### src/rtl/pipe_ctrl_pkg.sv
// Shared definitions for the pipeline stall controller: debug state encoding
// and the default watchdog limit.
package pipe_ctrl_pkg;

    // Debug view of which priority branch was taken in the previous cycle
    typedef enum logic [1:0] {
        ST_RUN  = 2'd0,
        ST_HAZ  = 2'd1,
        ST_HOLD = 2'd2,
        ST_PEND = 2'd3
    } ctrl_state_e;

    localparam int TIMEOUT_CYC_DEF = 200;

endpackage

### src/rtl/stall_watchdog.sv
// Stall watchdog: counts consecutive frozen/stalled cycles, saturating at
// TIMEOUT_CYC, and raises a sticky timeout flag once the limit is reached.
module stall_watchdog
    import pipe_ctrl_pkg::*;
#(
    parameter int TO_W        = 8,
    parameter int TIMEOUT_CYC = TIMEOUT_CYC_DEF
) (
    input  logic clock,
    input  logic reset,
    input  logic i_stalled,
    output logic o_timeout
);

    localparam logic [TO_W-1:0] LP_LIMIT = TO_W'(TIMEOUT_CYC);

    logic [TO_W-1:0] r_to_cnt;
    logic [TO_W-1:0] w_cnt_nxt;
    logic            r_timeout;

    // Next count: saturating increment while stalled, cleared otherwise
    always_comb begin
        w_cnt_nxt = '0;
        if (i_stalled) begin
            w_cnt_nxt = (r_to_cnt == LP_LIMIT) ? r_to_cnt : r_to_cnt + 1'b1;
        end
    end

    // Counter and sticky flag; the flag sets on the edge the count hits the limit
    always_ff @(posedge clock) begin
        if (reset) begin
            r_to_cnt  <= '0;
            r_timeout <= 1'b0;
        end else begin
            r_to_cnt  <= w_cnt_nxt;
            r_timeout <= r_timeout | (w_cnt_nxt == LP_LIMIT);
        end
    end

    assign o_timeout = r_timeout;

endmodule

### src/rtl/pipe_stall_ctrl.sv
// Pipeline stall controller: merges hazard block requests, the memory hold
// and the ID-stage redirect into PC / IF/ID / ID/EX enables with zero latency.
// A redirect that arrives during a memory hold is parked until the hold drops.
// Optional stall-cycle perf counter enabled by defining STALL_PERF_EN.
module pipe_stall_ctrl
    import pipe_ctrl_pkg::*;
#(
    parameter int PC_W        = 32,
    parameter int TO_W        = 8,
    parameter int TIMEOUT_CYC = TIMEOUT_CYC_DEF,
    parameter int CNT_W       = 32
) (
    input  logic             clock,
    input  logic             reset,
    input  logic             stall_req1,
    input  logic             stall_req2,
    input  logic             ext_hold,
    input  logic             redirect_req,
    input  logic [PC_W-1:0]  redirect_pc,
    output logic             pc_write_en,
    output logic             pc_sel_redirect,
    output logic [PC_W-1:0]  pc_target,
    output logic             if_id_write_en,
    output logic             if_id_flush,
    output logic             id_ex_write_en,
    output logic             id_ex_bubble,
    output logic [1:0]       ctrl_state,
    output logic             timeout,
    output logic [CNT_W-1:0] stall_cycles,
    input  logic             perf_clear
);

    ctrl_state_e     r_state;
    ctrl_state_e     w_state_nxt;
    logic            r_pend_valid;
    logic [PC_W-1:0] r_pend_pc;
    logic            w_hazard;
    logic            w_pend_set;
    logic            w_pend_clr;
    logic            w_stalled;

    assign w_hazard = stall_req1 | stall_req2;

    // Priority decode: reset, hold, hazard, parked redirect, live redirect, run
    always_comb begin
        pc_write_en     = 1'b1;
        pc_sel_redirect = 1'b0;
        pc_target       = redirect_pc;
        if_id_write_en  = 1'b1;
        if_id_flush     = 1'b0;
        id_ex_write_en  = 1'b1;
        id_ex_bubble    = 1'b0;
        w_state_nxt     = ST_RUN;
        w_pend_set      = 1'b0;
        w_pend_clr      = 1'b0;
        w_stalled       = 1'b0;
        if (reset) begin
            pc_write_en  = 1'b0;
            if_id_flush  = 1'b1;
            id_ex_bubble = 1'b1;
        end else if (ext_hold) begin
            pc_write_en    = 1'b0;
            if_id_write_en = 1'b0;
            id_ex_write_en = 1'b0;
            w_state_nxt    = ST_HOLD;
            w_stalled      = 1'b1;
            // Park the redirect only if its operands are valid and no slot is taken
            w_pend_set     = redirect_req & ~w_hazard & ~r_pend_valid;
        end else if (w_hazard) begin
            // Redirect ignored: branch operands are stale, it re-evaluates later
            pc_write_en    = 1'b0;
            if_id_write_en = 1'b0;
            id_ex_bubble   = 1'b1;
            w_state_nxt    = ST_HAZ;
            w_stalled      = 1'b1;
        end else if (r_pend_valid) begin
            // Any live redirect this cycle is from the wrong path
            pc_sel_redirect = 1'b1;
            pc_target       = r_pend_pc;
            if_id_flush     = 1'b1;
            w_state_nxt     = ST_PEND;
            w_pend_clr      = 1'b1;
        end else if (redirect_req) begin
            pc_sel_redirect = 1'b1;
            if_id_flush     = 1'b1;
        end
    end

    // Debug state register: branch taken in the previous cycle
    always_ff @(posedge clock) begin
        if (reset) r_state <= ST_RUN;
        else       r_state <= w_state_nxt;
    end

    assign ctrl_state = r_state;

    // Parked redirect slot; reset discards anything in flight
    always_ff @(posedge clock) begin
        if (reset) begin
            r_pend_valid <= 1'b0;
            r_pend_pc    <= '0;
        end else if (w_pend_set) begin
            r_pend_valid <= 1'b1;
            r_pend_pc    <= redirect_pc;
        end else if (w_pend_clr) begin
            r_pend_valid <= 1'b0;
        end
    end

    stall_watchdog #(
        .TO_W        (TO_W),
        .TIMEOUT_CYC (TIMEOUT_CYC)
    ) u_wdog (
        .clock     (clock),
        .reset     (reset),
        .i_stalled (w_stalled),
        .o_timeout (timeout)
    );

`ifdef STALL_PERF_EN
    logic [CNT_W-1:0] r_stall_cycles;

    // Saturating stall-cycle counter; clear beats increment
    always_ff @(posedge clock) begin
        if (reset)                                 r_stall_cycles <= '0;
        else if (perf_clear)                       r_stall_cycles <= '0;
        else if (w_stalled && (r_stall_cycles != '1)) r_stall_cycles <= r_stall_cycles + 1'b1;
    end

    assign stall_cycles = r_stall_cycles;
`else
    logic w_unused_perf_clear;
    assign w_unused_perf_clear = perf_clear;
    assign stall_cycles        = '0;
`endif

endmodule
### config.mk
export PLATFORM = sky130hd
export DESIGN_NAME = pipe_stall_ctrl
export DESIGN_NICKNAME = d
export VERILOG_FILES = /design/src/rtl/pipe_ctrl_pkg.sv /design/src/rtl/stall_watchdog.sv /design/src/rtl/pipe_stall_ctrl.sv
export SDC_FILE = /design/constraint.sdc
export NUM_CORES = 1
export LEC_CHECK = 0
export CELL_PAD_IN_SITES_DETAIL_PLACEMENT = 0
export CELL_PAD_IN_SITES_GLOBAL_PLACEMENT = 2
export CORE_MARGIN = 4
export CORE_UTILIZATION = 23
export DETAILED_ROUTE_END_ITERATION = 6
export PLACE_DENSITY_LB_ADDON = 0.05
export SLEW_MARGIN = 5
export SYNTH_ARGS = -nofsm -noshare
export SYNTH_HDL_FRONTEND = slang
export SYNTH_SLANG_ARGS = --single-unit
### constraint.sdc
create_clock -name clock -period 2.66 [get_ports clock]
set_input_delay 0.665 -clock clock [delete_from_list [all_inputs] [get_ports clock]]
set_output_delay 0.665 -clock clock [all_outputs]
set_load 0.02 [all_outputs]
==> results of run 1 <==
[state kept, by name, indices dropped and copies added, names as in the netlist]
name,cells
ctrl_state,2
u_wdog.o_timeout,1
u_wdog.r_to_cnt,8
r_pend_pc,32
r_pend_valid,1
[power by group through the flow]
stage / sequential (W) / clock, W / combinational (W)
finish: 0.000686 / 0.000437 / 0.000303
global route: 0.000689 / 0.000487 / 0.000328
detailed placement: 0.000701 / 0 / 0.000302
global placement: 0.000701 / 0 / 0.000303
CTS: 0.000686 / 0.000472 / 0.000285
floorplan: 0.000700 / 0 / 0.000185
[logic make-up after synthesis]
kind of cell	after synthesis
and+or+nand+nor	96
buffers and inverters	51
AOI/OAI and AO/OA	46
DFF	44
muxes	32
xor gates and xnor gates	3
adders and majority gates	2
other	1
[routing by layer]
layer | vias to the layer above | wire, um | GRT usage [%]
met3 | 2 | 310 | 2.51
met4 | 0 | 48 | 2.71
met1 | 918 | 2970 | 12.8
met5 | - | 0 | 0
li1 | 1034 | - | -
met2 | 60 | 3000 | 16.9
[metrics by stage]
stage / std cells / TNS, ns / setup slack (ns) / hold WS [ns] / total power (W)
after floorplan: 306 / 0 / 0.0815 / 0.438 / 0.000885
final: 500 / -2.44 / -0.114 / 0.464 / 0.00143
after CTS: 499 / -2.83 / -0.171 / 0.469 / 0.00144
after detailed placement: 487 / -26.31 / -0.790 / 0.452 / 0.00100
after global routing: 500 / -4.29 / -0.184 / 0.483 / 0.00150
after global placement: 487 / -26.42 / -0.791 / 0.449 / 0.00100
[worst max path at each step]
stage                         from       endpoint  slack [ns]  depth (start not counted)
after floorplan           ext_hold  pc_target[10]        0.08                          5
after global routing      ext_hold  pc_target[11]       -0.18                          7
final                     ext_hold  pc_target[11]       -0.11                          7
after detailed placement  ext_hold  pc_target[27]       -0.79                          7
after global placement    ext_hold  pc_target[27]       -0.79                          7
after CTS                 ext_hold   pc_target[2]       -0.17                          7
[worst min-delay path: cells and delay by family, from the launching register on]
family | cells | cell delay, ns
DFF | 1 | 0.32
and+or+nand+nor | 1 | 0.06
AOI/OAI and AO/OA | 1 | 0.05
[cell usage in the layout, fill, tap and decap left out, types with 2 or more instances in the layout]
cell type,synthesis,routed
a211oi_1,2,2
a21oi_1,2,2
buf_12,0,3
buf_16,0,2
buf_2,5,16
buf_4,32,13
buf_6,3,19
clkbuf_8,0,6
clkdlybuf4s50_1,0,37
clkinv_2,0,2
conb_1,1,32
dfxtp_1,44,44
dlygate4sd2_1,0,4
dlymetal6s2s_1,0,2
ha_1,2,2
inv_1,4,4
mux2_1,32,15
mux2_2,0,2
mux2_4,0,15
nand2_1,33,33
nand2b_1,33,33
nand3_1,3,3
nor2_1,6,6
nor2b_1,2,2
nor3_1,6,6
nor3b_1,2,2
o21a_1,2,2
o21ai_0,2,2
o21ai_1,32,32
o21bai_1,2,2
or3_4,2,2
xnor2_1,2,2
[timing repair]
action | 4_1_cts | 5_1_grt
setup buffers | 2 | 1
gates cloned | 2 | 0
endpoints found under the setup margin | 38 | 34
pin swaps | 0 | 1
resized for setup | 159 | 43
[cells in the mapped netlist]
cell type | count | area, sq um
a2111oi_4 | 1 | 27.5
a211oi_1 | 2 | 15.0
a21o_1 | 1 | 7.51
a21oi_1 | 2 | 10.0
a31o_1 | 1 | 8.76
and2_1 | 1 | 6.26
and2b_1 | 1 | 7.51
and3_1 | 1 | 6.26
buf_1 | 1 | 3.75
buf_2 | 5 | 25.0
buf_4 | 32 | 240
buf_6 | 3 | 33.8
clkbuf_1 | 5 | 18.8
conb_1 | 1 | 3.75
dfxtp_1 | 44 | 881
ha_1 | 2 | 25.0
inv_1 | 4 | 15.0
inv_2 | 1 | 3.75
mux2_1 | 32 | 360
nand2_1 | 33 | 124
nand2_2 | 1 | 6.26
nand2b_1 | 33 | 206
nand3_1 | 3 | 15.0
nand4_2 | 1 | 12.5
nand4b_1 | 1 | 8.76
nor2_1 | 6 | 22.5
nor2_4 | 1 | 11.3
nor2b_1 | 2 | 12.5
nor3_1 | 6 | 30.0
nor3b_1 | 2 | 15.0
o21a_1 | 2 | 15.0
o21ai_0 | 2 | 10.0
o21ai_1 | 32 | 160
o21bai_1 | 2 | 15.0
o311ai_0 | 1 | 8.76
or3_1 | 1 | 6.26
or3_4 | 2 | 22.5
or4_1 | 1 | 7.51
xnor2_1 | 2 | 17.5
xor2_1 | 1 | 8.76
[area by class of cell]
| cell class | instances | area (sq um) |
|---|---|---|
| fill | 1113 | 6830 |
| inverter | 5 | 18.8 |
| sequential | 44 | 881 |
| tap | 136 | 170 |
| clock inverter | 2 | 10.0 |
| multi-input combinational | 211 | 1390 |
| timing repair buffer | 96 | 937 |
| clock buffer | 6 | 82.6 |
==> flow_summary.ini, run 1 <==
[global_routing]
grt_pass1_wl_um = 10200
grt_pass1_vias = 1964
grt_use_total_pct = 10.1
antenna_found_initial = 0
grt_max_degree = 45
grt_overflow = 0

[power]
vdd_drop_max_mv = 0.159
seqPwrFrac_pct = 48.1
swShare_pct = 27.8
p_int_w = 0.00103
switchingPower_w = 0.000397
p_clk_share_pct = 30.7
p_leak_nw = 1.49
power_frac_comb_pct = 21.2
powerDensity_nw_per_um2 = 408

[outcome]
violations = negative setup slack
status = finished, violations left

[setup_path]
crit_path_cell_trace = buf_6, or3_4, nor2_4, nand2_4, buf_12, mux2_1, buf_2
critical_path.top_delay_family = simple AND/OR/NAND/NOR gates
crit_slowest_cell = or3_4
worst_r2r_path_depth = 5
r2r_end = u_wdog.o_timeout
crit_type = primary input to output pin
worstPathArrival_ns = 2.11
start_kind = primary input
crit_fanout = 15
critPathCaptureType = output pin
critical_path.max_stage_delay_ns = 0.39
worstPathRequired_ns = 2.00
rrSetupSlack_ns = 1.00
critPathBufInv = 3
r2r_start = u_wdog.r_to_cnt[0]

[route]
drcViolationCount = 0
viasPerCell = 4.03
detail-route-antenna-nets = 0
drtPass1Iterations = 4
wl_per_cell_um = 12.6
first_iter_violations = 46
routed_wl_um = 6320
dr_total_vias = 2014

[yosys]
ys_ff_latch = 44
synth_top_family_by_area = simple AND/OR/NAND/NOR gates
avgSynthCellArea_sq_um = 8.85
muxShareOfSynthArea_pct = 14.8
synth_xor_area_share_pct = 1.08
synth_compound_area_share_pct = 11.4
yosys.area_share.adder_pct = 1.03
yosys.area_share.simple_pct = 21.4
ys_seq_area_share_pct = 36.2
synthesis.area_sq_um = 2430
ys_types = 40
yosys_warnings = 0
synthCells = 275

[placement]
gp_congestion = 0.730
portBuffers = 78
dpl_cell_area_sq_um = 3320
hpwl_um = 4410

[cts]
cts_num_sinks = 44
path_clk_slew_ns = 0.08
clock_latency_ns = 0.29
clockBufferDepth = 2
cts_root_buf = clkbuf_8
tritoncts = built
cts_buffers = 5
ctsHoldBuffers = 0
h-tree-depth = 2

[sta]
hold_viol_final = 0
grt_setup_unrepaired = yes
setup_violations = 32
layout_setup_ws_ns = -0.114
drv_slew = 0
maxClockFrequency_ghz = 0.360
min_period_over_period_pct = 104
skew_ns = 0.00890
finalWorstPathRequiredPeriod_ns = 2.77

[hold_path]
whs_path_depth = 2
worstHoldStart = r_pend_pc[21]
min_to = r_pend_pc[21]
hold_path_class = register to register

[floorplan]
die_h_um = 111
start_util_pct = 23.6
dieArea_sq_um = 12300
ios = 112
rows = 37
core-area_sq_um = 10300
die_w_um = 111

[layout]
area_growth_pct = 43.4
stdcell_area_sq_um = 3490
drive_above_1_share_pct = 23.6
diodes = 0
fin_util_pct = 33.8
final_nets = 404

[job]
drv_cap = 0
(Power assumes the default switching activity.)
==> run 2: changes to the inputs <==
- CAP_MARGIN: not set -> 10
- REMOVE_ABC_BUFFERS: not set -> 1
- SETUP_SLACK_MARGIN: not set -> 0.1
==> flow_summary.ini, run 2 (synthesis results as in run 1) <==
[floorplan]
die_h_um = 111
core-area_sq_um = 10300
rows = 37
die_w_um = 111
start_util_pct = 23.6
dieArea_sq_um = 12300
ios = 112

[sta]
finalSetupTns_ns = -1.05
skew_ns = 0.00592
grt_setup_unrepaired = yes
min_period_over_period_pct = 103
hold_viol_final = 0
setup_violations = 22
finalWorstPathRequiredPeriod_ns = 2.73
layout_setup_ws_ns = -0.0743
holdWs_ns = 0.464
drv_slew = 0
maxClockFrequency_ghz = 0.366

[setup_path]
worstPathArrival_ns = 2.07
crit_fanout = 19
rrSetupSlack_ns = 0.99
r2r_end = u_wdog.o_timeout
crit_type = primary input to output pin
worst_r2r_path_depth = 5
worstPathRequired_ns = 2.00
r2r_start = u_wdog.r_to_cnt[0]
start_kind = primary input
critPathCaptureType = output pin

[cts]
cts_num_sinks = 44
cts_root_buf = clkbuf_8
tritoncts = built
clockBufferDepth = 2
h-tree-depth = 2
cts_buffers = 5
ctsHoldBuffers = 0
clock_latency_ns = 0.29
path_clk_slew_ns = 0.08

[layout]
largest_reg_flops = 32
instances_no_fill = 502
multi_input_comb_area_sq_um = 1370
top_register = r_pend_pc
diodes = 0
final_common_cell = dfxtp_1
fillerInstances = 1096
area_growth_pct = 40.3
ff_latch_area_sq_um = 881
mostFrequentLayoutCells = dfxtp_1 (44), clkdlybuf4s50_1 (36), nand2b_1 (33), nand2_1 (33)
fin_util_pct = 33.1
drive_above_1_share_pct = 22.4
final_nets = 406

[hold_path]
worstHoldStart = r_pend_pc[23]
hold_path_class = register to register
min_to = r_pend_pc[23]
whs_path_depth = 2

[power]
vdd_drop_max_mv = 0.194
p_leak_nw = 1.43
powerDensity_nw_per_um2 = 414

[global_routing]
grt_overflow = 0
grt_max_degree = 40
antenna_found_initial = 0
grt_pass1_vias = 1958
grt_use_total_pct = 10.1
grt_pass1_wl_um = 10200

[job]
drv_cap = 0

[placement]
dp.cells = 492
gp_congestion = 0.691
portBuffers = 78
hpwl_um = 4650

[route]
dr_total_vias = 2013
wl_per_cell_um = 12.4
drcViolationCount = 0
routed_wl_um = 6210
first_iter_violations = 54
detail-route-antenna-nets = 0
viasPerCell = 4.01
drtPass1Iterations = 4

[outcome]
violations = negative setup slack
status = finished, violations left
==> run 2: layout make-up <==
type	count	area share, %
clock inverter	2	0.293
tap	136	4.98
multi-input combinational	211	40.2
inverter	5	0.549
clock buffer	6	2.42
sequential	44	25.8
timing repair buffer	98	25.8
==> run 2: power breakdown <==
group | switching [W] | total (W) | leakage [nW] | internal (W)
sequential | 0.0000118 | 0.000686 | 0.357 | 0.000674
combinational | 0.000155 | 0.000293 | 1.02 | 0.000138
clock | 0.000228 | 0.000436 | 0.0510 | 0.000208
total | 0.000395 | 0.00142 | 1.43 | 0.00102
==> run 2: worst max-delay path by stage <==
| stage | from | to | slack (ns) | cells past startpoint |
|---|---|---|---|---|
| 2_1_floorplan | ext_hold | pc_target[0] | -0.13 | 4 |
| 3_3_place_gp | ext_hold | pc_target[29] | -0.80 | 7 |
| 3_5_place_dp | ext_hold | pc_target[27] | -0.78 | 7 |
| 4_1_cts | ext_hold | pc_target[16] | -0.09 | 7 |
| 5_1_grt | ext_hold | pc_target[16] | -0.14 | 7 |
| 6_report | ext_hold | pc_target[15] | -0.07 | 7 |
==> run 2: metal layers <==
metal	global-route usage (%)	wire (um)	up-vias	share of wire, %
li1	-	-	1036	-
met5	0	0	-	0
met1	13.2	2860	910	46
met2	16.4	2930	62	47
met4	2.71	56	0	0.90
met3	2.67	367	5	5.9
==> run 2: through the flow <==
stage | total power (W) | setup slack, ns | cell area [sq um]
after floorplan | 0.000843 | -0.134 | 2230
after CTS | 0.00146 | -0.0934 | 3420
after global placement | 0.00101 | -0.798 | 3340
after global routing | 0.00151 | -0.137 | 3420
final | 0.00142 | -0.0743 | 3420
after detailed placement | 0.00101 | -0.780 | 3340
==> run 2: critical path: stages <==
cell and delay (ns):
buf_6 0.09, or3_4 0.39, nor2_4 0.12, nand2_4 0.11, buf_12 0.18, mux2_1 0.33, buf_2 0.17
==> run 2: repair_timing <==
| action | in CTS | in global routing |
|---|---|---|
| gates cloned | 1 | 0 |
| setup buffers | 1 | 0 |
| endpoints found under the setup margin | 38 | 34 |
| resized for setup | 187 | 3 |
